## config.mk

```make
export PLATFORM = sky130hd
export DESIGN_NAME = dma_snd_engine
export DESIGN_NICKNAME = d
export VERILOG_FILES = /design/src/rtl/dma_snd_pkg.sv /design/src/rtl/dma_snd_fifo.sv /design/src/rtl/dma_snd_engine.sv
export SDC_FILE = /design/constraint.sdc
export NUM_CORES = 1
export LEC_CHECK = 0
export CAP_MARGIN = 10
export CORE_MARGIN = 5
export CORE_UTILIZATION = 45
export CTS_BUF_LIST = sky130_fd_sc_hd__clkbuf_4 sky130_fd_sc_hd__clkbuf_8
export CTS_CLUSTER_DIAMETER = 150
export DETAILED_ROUTE_END_ITERATION = 16
export DONT_BUFFER_PORTS = 1
export HOLD_SLACK_MARGIN = 0.08
export PLACE_DENSITY_LB_ADDON = 0.12
export SYNTH_ARGS = -nofsm -noshare
export SYNTH_HDL_FRONTEND = slang
export SYNTH_SLANG_ARGS = --single-unit
```

## constraint.sdc

```tcl
create_clock -name clk32 -period 4.3 [get_ports clk32]
set_input_delay 0.645 -clock clk32 [delete_from_list [all_inputs] [get_ports clk32]]
set_output_delay 0.645 -clock clk32 [all_outputs]
set_load 0.05 [all_outputs]
```

## src/rtl/dma_snd_pkg.sv

```systemverilog
// dma_snd_pkg: shared encodings for the DMA sound playback engine.
// Holds the playback rate codes, the bit positions inside the mode word,
// the sample format enum and helpers for per-strobe FIFO word accounting.
package dma_snd_pkg;

  // mode[1:0] rate codes
  localparam logic [1:0] RATE_6K25 = 2'b00;
  localparam logic [1:0] RATE_12K5 = 2'b01;
  localparam logic [1:0] RATE_25K  = 2'b10;
  localparam logic [1:0] RATE_50K  = 2'b11;

  // mode word bit positions
  localparam int MODE_RATE_LSB  = 0;
  localparam int MODE_MONO_BIT  = 2;
  localparam int MODE_16BIT_BIT = 3;

  // Sample format, encoded as {16-bit, mono} so it maps straight onto mode[3:2]
  typedef enum logic [1:0] {
    FMT_8_STEREO  = 2'b00,
    FMT_8_MONO    = 2'b01,
    FMT_16_STEREO = 2'b10,
    FMT_16_MONO   = 2'b11
  } fmt_e;

  function automatic fmt_e decode_fmt(input logic is16, input logic mono);
    return fmt_e'({is16, mono});
  endfunction

  // Words that must be present for a strobe to be served without underrun.
  function automatic logic [1:0] words_required(input fmt_e fmt);
    return (fmt == FMT_16_STEREO) ? 2'd2 : 2'd1;
  endfunction

  // Words removed from the FIFO by a served strobe. In 8-bit mono the word
  // only leaves once its low byte (bytesel = 1) has been played.
  function automatic logic [1:0] words_popped(input fmt_e fmt, input logic bytesel);
    logic [1:0] n;
    case (fmt)
      FMT_8_STEREO:  n = 2'd1;
      FMT_8_MONO:    n = {1'b0, bytesel};
      FMT_16_STEREO: n = 2'd2;
      FMT_16_MONO:   n = 2'd1;
      default:       n = 2'd0;
    endcase
    return n;
  endfunction

endpackage

```

## src/rtl/dma_snd_fifo.sv

```systemverilog
// dma_snd_fifo: synchronous 16-bit word FIFO with a level counter so all
// 2^ADDR_BITS slots are usable. Exposes the head and the word behind it
// (peek-2), pops 0/1/2 words per cycle and supports a synchronous flush.
// Ports: clk_i/rst_i (async active-high), flush_i, wr_en_i/wr_dat_i,
//        pop_i (0..2, never more than level_o), head_o, next_o, level_o.
module dma_snd_fifo #(
  parameter int ADDR_BITS = 3
) (
  input  logic                 clk_i,
  input  logic                 rst_i,
  input  logic                 flush_i,
  input  logic                 wr_en_i,
  input  logic [15:0]          wr_dat_i,
  input  logic [1:0]           pop_i,
  output logic [15:0]          head_o,
  output logic [15:0]          next_o,
  output logic [ADDR_BITS:0]   level_o
);

  localparam int DEPTH = 1 << ADDR_BITS;
  localparam logic [ADDR_BITS:0] DEPTH_L = (ADDR_BITS + 1)'(DEPTH);

  logic [15:0]          mem_q [DEPTH];
  logic [ADDR_BITS-1:0] rd_ptr_q, rd_ptr_d;
  logic [ADDR_BITS-1:0] wr_ptr_q, wr_ptr_d;
  logic [ADDR_BITS-1:0] rd_nxt;
  logic [ADDR_BITS:0]   level_q, level_d;
  logic                 wr_ok;

  // A write into a full FIFO still lands when a pop frees a slot on the same
  // edge: with the FIFO full the write slot is the head, which is read
  // combinationally before the edge overwrites it.
  assign wr_ok = wr_en_i & ~flush_i & ((level_q != DEPTH_L) | (pop_i != 2'd0));

  assign rd_nxt  = rd_ptr_q + ADDR_BITS'(1);
  assign head_o  = mem_q[rd_ptr_q];
  assign next_o  = mem_q[rd_nxt];
  assign level_o = level_q;

  always_comb begin
    rd_ptr_d = rd_ptr_q;
    wr_ptr_d = wr_ptr_q;
    level_d  = level_q;
    if (flush_i) begin
      rd_ptr_d = '0;
      wr_ptr_d = '0;
      level_d  = '0;
    end else begin
      rd_ptr_d = rd_ptr_q + ADDR_BITS'(pop_i);
      wr_ptr_d = wr_ptr_q + ADDR_BITS'(wr_ok);
      level_d  = level_q + {{ADDR_BITS{1'b0}}, wr_ok}
                         - {{(ADDR_BITS - 1){1'b0}}, pop_i};
    end
  end

  always_ff @(posedge clk_i or posedge rst_i) begin
    if (rst_i) begin
      rd_ptr_q <= '0;
      wr_ptr_q <= '0;
      level_q  <= '0;
    end else begin
      rd_ptr_q <= rd_ptr_d;
      wr_ptr_q <= wr_ptr_d;
      level_q  <= level_d;
    end
  end

  // Storage carries no reset; words are only observed once counted in level.
  always_ff @(posedge clk_i) begin
    if (wr_ok) begin
      mem_q[wr_ptr_q] <= wr_dat_i;
    end
  end

endmodule

```

## src/rtl/dma_snd_engine.sv

```systemverilog
// dma_snd_engine: DMA sound playback engine. Buffers words written on
// SLOAD_N falling edges and plays them out as 8/16-bit, mono/stereo samples
// at 6.25/12.5/25/50 kHz derived from a BASE_DIV divider of clk32.
// Ports: clk32, res (async active-high), enable, mode[3:0], SLOAD_N, MDIN,
//        clr_underrun in; SREQ, fifo_level, underrun, sample_tick,
//        audio_left, audio_right out.
module dma_snd_engine
  import dma_snd_pkg::*;
#(
  parameter int FIFO_ADDR_BITS = 3,   // >= 2
  parameter int BASE_DIV       = 640, // >= 2
  parameter int SREQ_LEVEL     = 1    // 1..2^FIFO_ADDR_BITS
) (
  input  logic                      clk32,
  input  logic                      res,
  input  logic                      enable,
  input  logic [3:0]                mode,
  input  logic                      SLOAD_N,
  input  logic [15:0]               MDIN,
  input  logic                      clr_underrun,
  output logic                      SREQ,
  output logic [FIFO_ADDR_BITS:0]   fifo_level,
  output logic                      underrun,
  output logic                      sample_tick,
  output logic [15:0]               audio_left,
  output logic [15:0]               audio_right
);

  localparam int CNT_W = $clog2(BASE_DIV);
  localparam logic [CNT_W-1:0] CNT_LAST = CNT_W'(BASE_DIV - 1);
  localparam logic [FIFO_ADDR_BITS:0] DEPTH_L = (FIFO_ADDR_BITS + 1)'(1 << FIFO_ADDR_BITS);
  localparam logic [FIFO_ADDR_BITS:0] SREQ_L  = (FIFO_ADDR_BITS + 1)'(SREQ_LEVEL);

  // ---------------------------------------------------------------- rate gen
  logic [CNT_W-1:0] cnt_q, cnt_d;
  logic [2:0]       pre_q, pre_d;
  logic             base_tick;
  logic             rate_hit;
  logic             strobe_q;

  assign base_tick = (cnt_q == '0);
  assign cnt_d     = (cnt_q == CNT_LAST) ? '0 : cnt_q + CNT_W'(1);
  assign pre_d     = base_tick ? pre_q + 3'd1 : pre_q;

  // Decided on the prescaler value present at the base tick, before it steps.
  always_comb begin
    rate_hit = 1'b0;
    case (mode[MODE_RATE_LSB +: 2])
      RATE_50K:  rate_hit = 1'b1;
      RATE_25K:  rate_hit = ~pre_q[0];
      RATE_12K5: rate_hit = (pre_q[1:0] == 2'b00);
      RATE_6K25: rate_hit = (pre_q == 3'b000);
      default:   rate_hit = 1'b0;
    endcase
  end

  // --------------------------------------------------------------- bus write
  logic        sload_q;
  logic        wr_pend_q, wr_pend_d;
  logic [15:0] wr_dat_q, wr_dat_d;

  assign wr_pend_d = sload_q & ~SLOAD_N;
  assign wr_dat_d  = wr_pend_d ? MDIN : wr_dat_q;

  // -------------------------------------------------------------------- FIFO
  logic [15:0]             head, next_w;
  logic [FIFO_ADDR_BITS:0] level;
  logic [1:0]              pop;

  dma_snd_fifo #(
    .ADDR_BITS (FIFO_ADDR_BITS)
  ) u_fifo (
    .clk_i    (clk32),
    .rst_i    (res),
    .flush_i  (~enable),
    .wr_en_i  (wr_pend_q),
    .wr_dat_i (wr_dat_q),
    .pop_i    (pop),
    .head_o   (head),
    .next_o   (next_w),
    .level_o  (level)
  );

  // ------------------------------------------------------ format / underrun
  fmt_e        fmt;
  logic [1:0]  fmt_bits_q;
  logic        fmt_chg;
  logic [1:0]  need;
  logic        starved;
  logic [7:0]  mono_byte;
  logic        bytesel_q, bytesel_d;
  logic        underrun_q, underrun_d;
  logic        tick_q, tick_d;
  logic [15:0] left_q, left_d;
  logic [15:0] right_q, right_d;

  assign fmt       = decode_fmt(mode[MODE_16BIT_BIT], mode[MODE_MONO_BIT]);
  assign fmt_chg   = (fmt_bits_q != {mode[MODE_16BIT_BIT], mode[MODE_MONO_BIT]});
  assign need      = words_required(fmt);
  assign starved   = (level < {{(FIFO_ADDR_BITS - 1){1'b0}}, need});
  assign mono_byte = bytesel_q ? head[7:0] : head[15:8];

  always_comb begin
    pop        = 2'd0;
    left_d     = left_q;
    right_d    = right_q;
    bytesel_d  = bytesel_q;
    tick_d     = 1'b0;
    underrun_d = underrun_q & ~clr_underrun;

    if (!enable) begin
      left_d    = '0;
      right_d   = '0;
      bytesel_d = 1'b0;
    end else if (strobe_q) begin
      tick_d = 1'b1;
      if (starved) begin
        // Starved strobe: hold outputs and byte position; set beats clear.
        underrun_d = 1'b1;
      end else begin
        pop = words_popped(fmt, bytesel_q);
        case (fmt)
          FMT_8_STEREO: begin
            left_d  = {head[15:8], 8'h00};
            right_d = {head[7:0], 8'h00};
          end
          FMT_8_MONO: begin
            left_d    = {mono_byte, 8'h00};
            right_d   = {mono_byte, 8'h00};
            bytesel_d = ~bytesel_q;
          end
          FMT_16_STEREO: begin
            left_d  = head;
            right_d = next_w;
          end
          FMT_16_MONO: begin
            left_d  = head;
            right_d = head;
          end
          default: ;
        endcase
      end
    end

    // A format switch realigns mono byte selection to the high byte.
    if (fmt_chg) begin
      bytesel_d = 1'b0;
    end
  end

  // --------------------------------------------------------------- registers
  always_ff @(posedge clk32 or posedge res) begin
    if (res) begin
      cnt_q      <= '0;
      pre_q      <= '0;
      strobe_q   <= 1'b0;
      sload_q    <= 1'b1;
      wr_pend_q  <= 1'b0;
      wr_dat_q   <= '0;
      fmt_bits_q <= '0;
      bytesel_q  <= 1'b0;
      underrun_q <= 1'b0;
      tick_q     <= 1'b0;
      left_q     <= '0;
      right_q    <= '0;
    end else begin
      cnt_q      <= cnt_d;
      pre_q      <= pre_d;
      strobe_q   <= base_tick & rate_hit;
      sload_q    <= SLOAD_N;
      wr_pend_q  <= wr_pend_d;
      wr_dat_q   <= wr_dat_d;
      fmt_bits_q <= {mode[MODE_16BIT_BIT], mode[MODE_MONO_BIT]};
      bytesel_q  <= bytesel_d;
      underrun_q <= underrun_d;
      tick_q     <= tick_d;
      left_q     <= left_d;
      right_q    <= right_d;
    end
  end

  // ----------------------------------------------------------------- outputs
  // SREQ is gated by res as well so the request drops the moment reset is
  // asserted, not only once the level register has cleared.
  assign SREQ        = enable & ~res & ((DEPTH_L - level) >= SREQ_L);
  assign fifo_level  = level;
  assign underrun    = underrun_q;
  assign sample_tick = tick_q;
  assign audio_left  = left_q;
  assign audio_right = right_q;

endmodule

```

# Yosys cells after proc, flatten, opt, wreduce, memory -nomap -nowiden
# Memory sizes are Yosys's and may differ from the RTL's.
# Cells that the tools add are included.
# word_totals
output_inout_bits	39
ramBits	128
register_bits	79
memories	1
inputBits	25
wordCells	94
# memory_table
memory	words	width	rd	rd_clocked_by_memory_dff	wr	line	rtl
u_fifo.mem_q	8	16	2	0	1	dma_snd_fifo.sv:23	logic [15:0] mem_q [DEPTH];
# classes
n_lt_le_gt_ge	2
eq_ne	14
n_bitwise	13
n_mux	31
n_reduce_logical	10
add_sub_neg	8
# op_table
operator	n
two-way mux 16 bit	6
one-hot mux 16 bit (4 select lines)	1
one-hot mux 16 bit (3 select lines)	1
two-way mux 1 bit	12
adder 10 x 1 -> 10 bit, second input constant	1
== test 10 bit, second input constant	1
zero test 10 bit	1
two-way mux 10 bit	1
== test 2 bit, second input constant	4
two-way mux 2 bit	4
two-way mux 8 bit	1
AND 1 bit	7
adder 3 x 1 -> 3 bit, second input constant	2
zero test 2 bit	3
two-way mux 3 bit	2
inequality test 3 x 1 -> 1 bit, second input constant	2
one-hot mux 2 bit (3 select lines)	1
NOT 1 bit	5
adder 4 x 1 -> 4 bit	1
== test 2 x 1 -> 1 bit, second input constant	2
>= comparator 4 x 1 -> 1 bit, second input constant	1
< comparator 4 x 2 -> 1 bit	1
two-way mux 4 bit	1
inequality test 4 bit, second input constant	1
other kinds (15)	16

# Logic depth before layout (Yosys ltp)
# logic_depth
depth_word	12
mapped_depth	15
ltp_nobuf	14

# By module
# From an unflattened synthesis, not the netlist that was laid out.
# unflattened
hier_cells	636
hier_area_um2	10228.6
# modules_own_cells
mod	cells_per_inst	instances	area_each_um2	seq_area_each_um2
dma_snd_fifo	304	1	6566.3	4093.9
dma_snd_engine	332	1	3662.3	1727.9

# Worst setup path before layout
# OpenSTA, ideal clock, no wires.
# synth_path
kind	input port to flip-flop
startpoint	in mode[2]
endpoint	mem u_fifo.mem_q[0][0], enable pin
cell_stages	10
slack_ps	285
path_buffers	1
t_required_ps	3891
setup_time_ps	409
arrival_time_ps	3606
path_cell_list	inv_1 > ha_1 > buf_1 > clkinv_1 > ha_1 > o21a_1 > o21ai_0 > o211ai_1 > nand4b_1 > nor3_1
# synth_via
elab_chain_len	11
elab_cells_between_ends	16
cone_classes	order compare (1); eq/ne (3); mux (7); bitwise (2); reduce/logical (3)
# synth_rtl
element	line	rtl
start, declared	dma_snd_engine.sv:17	input logic [3:0] mode,
== test 2 bit (tied with other cells)	dma_snd_pkg.sv:31, dma_snd_pkg.sv:38	
two-way mux 2 bit / OR reduction 2 bit (equally long branches)	--	
< comparator 4 x 2 -> 1 bit / one-hot mux 2 bit (3 select lines) (equally long branches)	dma_snd_engine.sv:100, dma_snd_pkg.sv:38	
two-way mux 2 bit (*)	dma_snd_engine.sv:117	if (starved) begin
two-way mux 2 bit (*)	dma_snd_engine.sv:115	end else if (strobe_q) begin
two-way mux 2 bit (*)	dma_snd_engine.sv:111	if (!enable) begin
nonzero test 2 bit (*)	dma_snd_fifo.sv:33	assign wr_ok = wr_en_i & ~flush_i & ((level_q != DEPTH_L) | (pop_i != 2'd0));
OR 1 bit (*)	dma_snd_fifo.sv:33	
AND 1 bit (*)	dma_snd_fifo.sv:33	
two-way mux 1 bit (*)	dma_snd_fifo.sv:70	if (wr_ok) begin
two-way mux 1 bit (not written as such) (*)	dma_snd_fifo.sv:71	mem_q[wr_ptr_q] <= wr_dat_i;
end, declared	dma_snd_fifo.sv:23	
# Every way passes the cells marked *; elsewhere a longest branch is shown, timed or not.

# Final worst setup path
# layout_path
startpoint	in mode[2]
endpoint	reg u_fifo.level_q[3], in the netlist u_fifo.level_o[3]
# layout_via
elab_chain_len	12
elab_cells_between_ends	17
cone_classes	add/sub (2); order compare (1); eq/ne (3); mux (6); bitwise (2); reduce/logical (3)
# layout_rtl
element	line	rtl
== test 2 bit (tied with other cells)	dma_snd_pkg.sv:31, dma_snd_pkg.sv:38	
two-way mux 2 bit / OR reduction 2 bit (equally long branches)	--	
< comparator 4 x 2 -> 1 bit / one-hot mux 2 bit (3 select lines) (equally long branches)	dma_snd_engine.sv:100, dma_snd_pkg.sv:38	
two-way mux 2 bit (*)	dma_snd_engine.sv:117	
two-way mux 2 bit (*)	dma_snd_engine.sv:115	
two-way mux 2 bit (*)	dma_snd_engine.sv:111	
nonzero test 2 bit	dma_snd_fifo.sv:33	
OR 1 bit	dma_snd_fifo.sv:33	
AND 1 bit	dma_snd_fifo.sv:33	
adder 4 x 1 -> 4 bit	dma_snd_fifo.sv:51	level_d = level_q + {{ADDR_BITS{1'b0}}, wr_ok}
subtractor 4 x 2 -> 4 bit (*)	dma_snd_fifo.sv:52	- {{(ADDR_BITS - 1){1'b0}}, pop_i};
two-way mux 4 bit (*)	dma_snd_fifo.sv:44	if (flush_i) begin
via u_fifo.level_d[3]	dma_snd_fifo.sv:27	logic [ADDR_BITS:0] level_q, level_d;
end signal, assigned	dma_snd_fifo.sv:64	level_q <= level_d;
end, declared	dma_snd_fifo.sv:27	
# Mark *: on every way through the listed nets, which the timed path passes. The rest lies on a longest branch.
# A chain may end at the register's enable or synchronous reset.

==> flow_summary.yaml <==
clocking:
  clk_path_buf_depth: 3
  cts_sinks: 207
  cts_buffers: 37
  h-tree-depth: 2
  ctsRootBufferMaster: "clkbuf_8"
  cts_resized: 0
  clock_latency_ns: 0.52
  cts_hold_buf: 0
  clkSlewWorstSetupHoldPaths_ns: 0.05
  post_cts_buffers: 0
  cts_tree: "done"
outcome:
  status: "complete, no violations"
finish:
  antenna_cells: 0
  area_growth_syn_to_layout_pct: 10.96
  final_area_sq_um: 10770
  drive_gt1_share_pct: 28.66
  fin_nets: 690
  layout.area.seq_sq_um: 5823
  fill_cells: 1746
  multiInputGateArea_sq_um: 3635
worst_setup_path:
  cp_max_fo: 9
  critPathCaptureType: "flip-flop"
  worst-endpoint-arrival_ns: 3.49
  critical_path_class: "in -> reg"
  critPathRequiredTime_ns: 4.69
  cp-start-kind: "input port"
floorplanning:
  rows: 53
  start_util_pct: 45.87
  die_h_microns: 156.9
  dieArea_sq_um: 24600
  coreArea_sq_um: 21150
  die_x_microns: 156.9
  ios: 64
placed_design:
  place_hpwl_microns: 14600
  dpl_cell_area_sq_um: 10020
  place_congestion: 0.7880
  io_buffers: 0
logic_synthesis:
  synthArstFlopShare_pct: 38.16
  yosysSeqAreaShare_pct: 59.99
  ys_ff_latch: 207
  synthCells: 616
  yosys_warnings: 0
  syn_avg_cell_area_sq_um: 15.75
  synth_cell_types: 59
  synthFlopType: "edfxtp_1"
  syn_area_sq_um: 9704
  synth_nets: 664
  synth_edf_count: 128
global_route:
  first_global_vias: 5960
  grt_antenna_before_repair: 0
  grt_first_pass_wirelength_microns: 34910
  gr-total-overflow: 0
  grt_usage_pct: 18.69
  grt_max_degree: 44
sta:
  rsz0062_at_grt: "false"
  fin_hold_ws_ns: 0.1228
  post-route-period-util_pct: 72.15
  finalSetupViolCount: 0
  fin_worst_skew_ns: 0.02486
  clock.fmax_mhz: 322.3
  finalMaxSlewViolations: 0
  worstMarginPinSlew_ns: 1.151
  fin_tns_setup_ns: 0
  finalHoldViolCount: 0
  period_needed_ns: 3.102
  relSlewSlack_pct: 23.17
power_and_ir_drop:
  ir_worst_vdd_v: 0.0001690
  power_density_nw_per_um2: 395.1
  power.leakage_nw: 3.861
routing:
  routedWlPerCell_microns: 23.68
  dr.pass1.iters: 5
  wl_met3_microns: 1596
  via_per_inst: 5.898
  drt_wl_total_microns: 22370
  vias: 5574
  drc: 0
  routed-wl-met2_microns: 10820
  wl_met1_microns: 9379
  antenna_left: 0
  top_layer_used: "met4"
  drt_iter0_drc: 419
run:
  cap_violations: 0
min_path:
  hp-class: "in -> reg"
## synth_stat cells (13+ instances only)
master	count	share of area, %
edfxtp_1	128	40
dfrtp_1	78	20
mux4_2	60	14
nand2_1	49	1.9
nor2_1	29	1.1
mux2_2	27	3.1
ha_1	21	2.7
inv_1	21	0.81
o21ai_0	16	0.83
a21oi_1	14	0.72
buf_2	13	0.67
## placed cells by master (no fill, tap or decap), drive strengths merged, types with 7 or more instances in the layout
master,synthesis,routed
a22o,8,8
mux2,29,29
edfxtp,128,128
o21ai,21,21
a21oi,14,14
buf,21,18
mux4,64,64
clkbuf,10,52
nor2,29,29
nand3,8,8
o211ai,9,9
a221oi,8,8
nand2b,8,8
inv,22,22
nand2,53,53
mux2i,14,14
clkinv,1,15
xnor2,7,7
ha,21,21
dfrtp,78,78
xor2,10,10
## path summary, 6_finish.rpt
path	startpoint	end	slack, ns	cells after the start
worst min register to register	pre_q[2]	pre_q[2]	0.48	1
worst min-delay path	SLOAD_N	sload_q	0.12	0
worst max-delay path	mode[2]	u_fifo.level_o[3]	1.20	13
min in group asynchronous	res	sample_tick	0.14	1
max in group asynchronous	res	wr_dat_q[2]	3.16	2
worst max register to register	u_fifo.level_o[2]	u_fifo.level_o[3]	1.20	11
## sequential cells by signal, summed over array words and instances, names as in the netlist
name,count
fmt_bits_q,2
sample_tick,1
audio_right,16
u_fifo.rd_ptr_q,3
sload_q,1
u_fifo.mem_q,128
audio_left,16
bytesel_q,1
cnt_q,10
pre_q,3
u_fifo.level_o,4
wr_dat_q,16
wr_pend_q,1
u_fifo.wr_ptr_q,3
strobe_q,1
underrun,1
## through the flow
step                utilization (%)  power, mW  std cells  worst slack (ns)
floorplan                         -      2.394        616            0.2848
global placement              47.39      2.451        878            0.7859
detailed placement            47.39      2.459        878            0.7214
CTS                           50.90      4.305        945             1.208
global route                  50.90      4.429        945            0.9862
finish                        50.90      4.254        945             1.198
## report_power, final
part	switching [mW]	total (mW)	internal (mW)	leakage [nW]
Sequential	0.0679	2.26	2.19	2.19
Clock	0.800	1.84	1.04	0.401
Combinational	0.0948	0.156	0.0613	1.27
Total	0.963	4.25	3.29	3.86
## layout make-up
type / instances / area share, %
clock inverter: 15 / 0.8947
sequential: 207 / 54.08
tap: 275 / 3.195
inverter: 23 / 0.8134
clock buffer: 52 / 6.007
timing repair buffer: 18 / 1.255
multi-input combinational: 355 / 33.76
## critical path, stage by stage
cell and delay (ns):
inv_1 0.08, ha_1 0.18, clkinv_1 0.28, ha_1 0.41
o21ai_0 0.11, a21oi_1 0.42, nand2_1 0.18, ha_1 0.35
ha_1 0.30, a21o_1 0.18, a21oi_1 0.17, xnor2_1 0.13
nor2_1 0.05
## layer usage
metal	GRT usage [%]	up-vias
li1	-	2466
met2	30.64	187
met3	5.227	50
met1	24.33	2871
met5	0	-
met4	5.950	0
## logic make-up (layout without fill, tap and decap cells)
group                    Yosys count  after routing  synth area share, %
flip-flops                       207            207                59.99
AND/OR/NAND/NOR                  117            117                5.441
multiplexers                     107            107                20.32
AO/OA/AOI/OAI                     91             91                6.718
buffers and inverters             54            108                2.798
adder cells (fa/ha/maj)           23             23                3.120
XOR/XNOR                          17             17                1.612
Power figures use the tool's default switching activity.
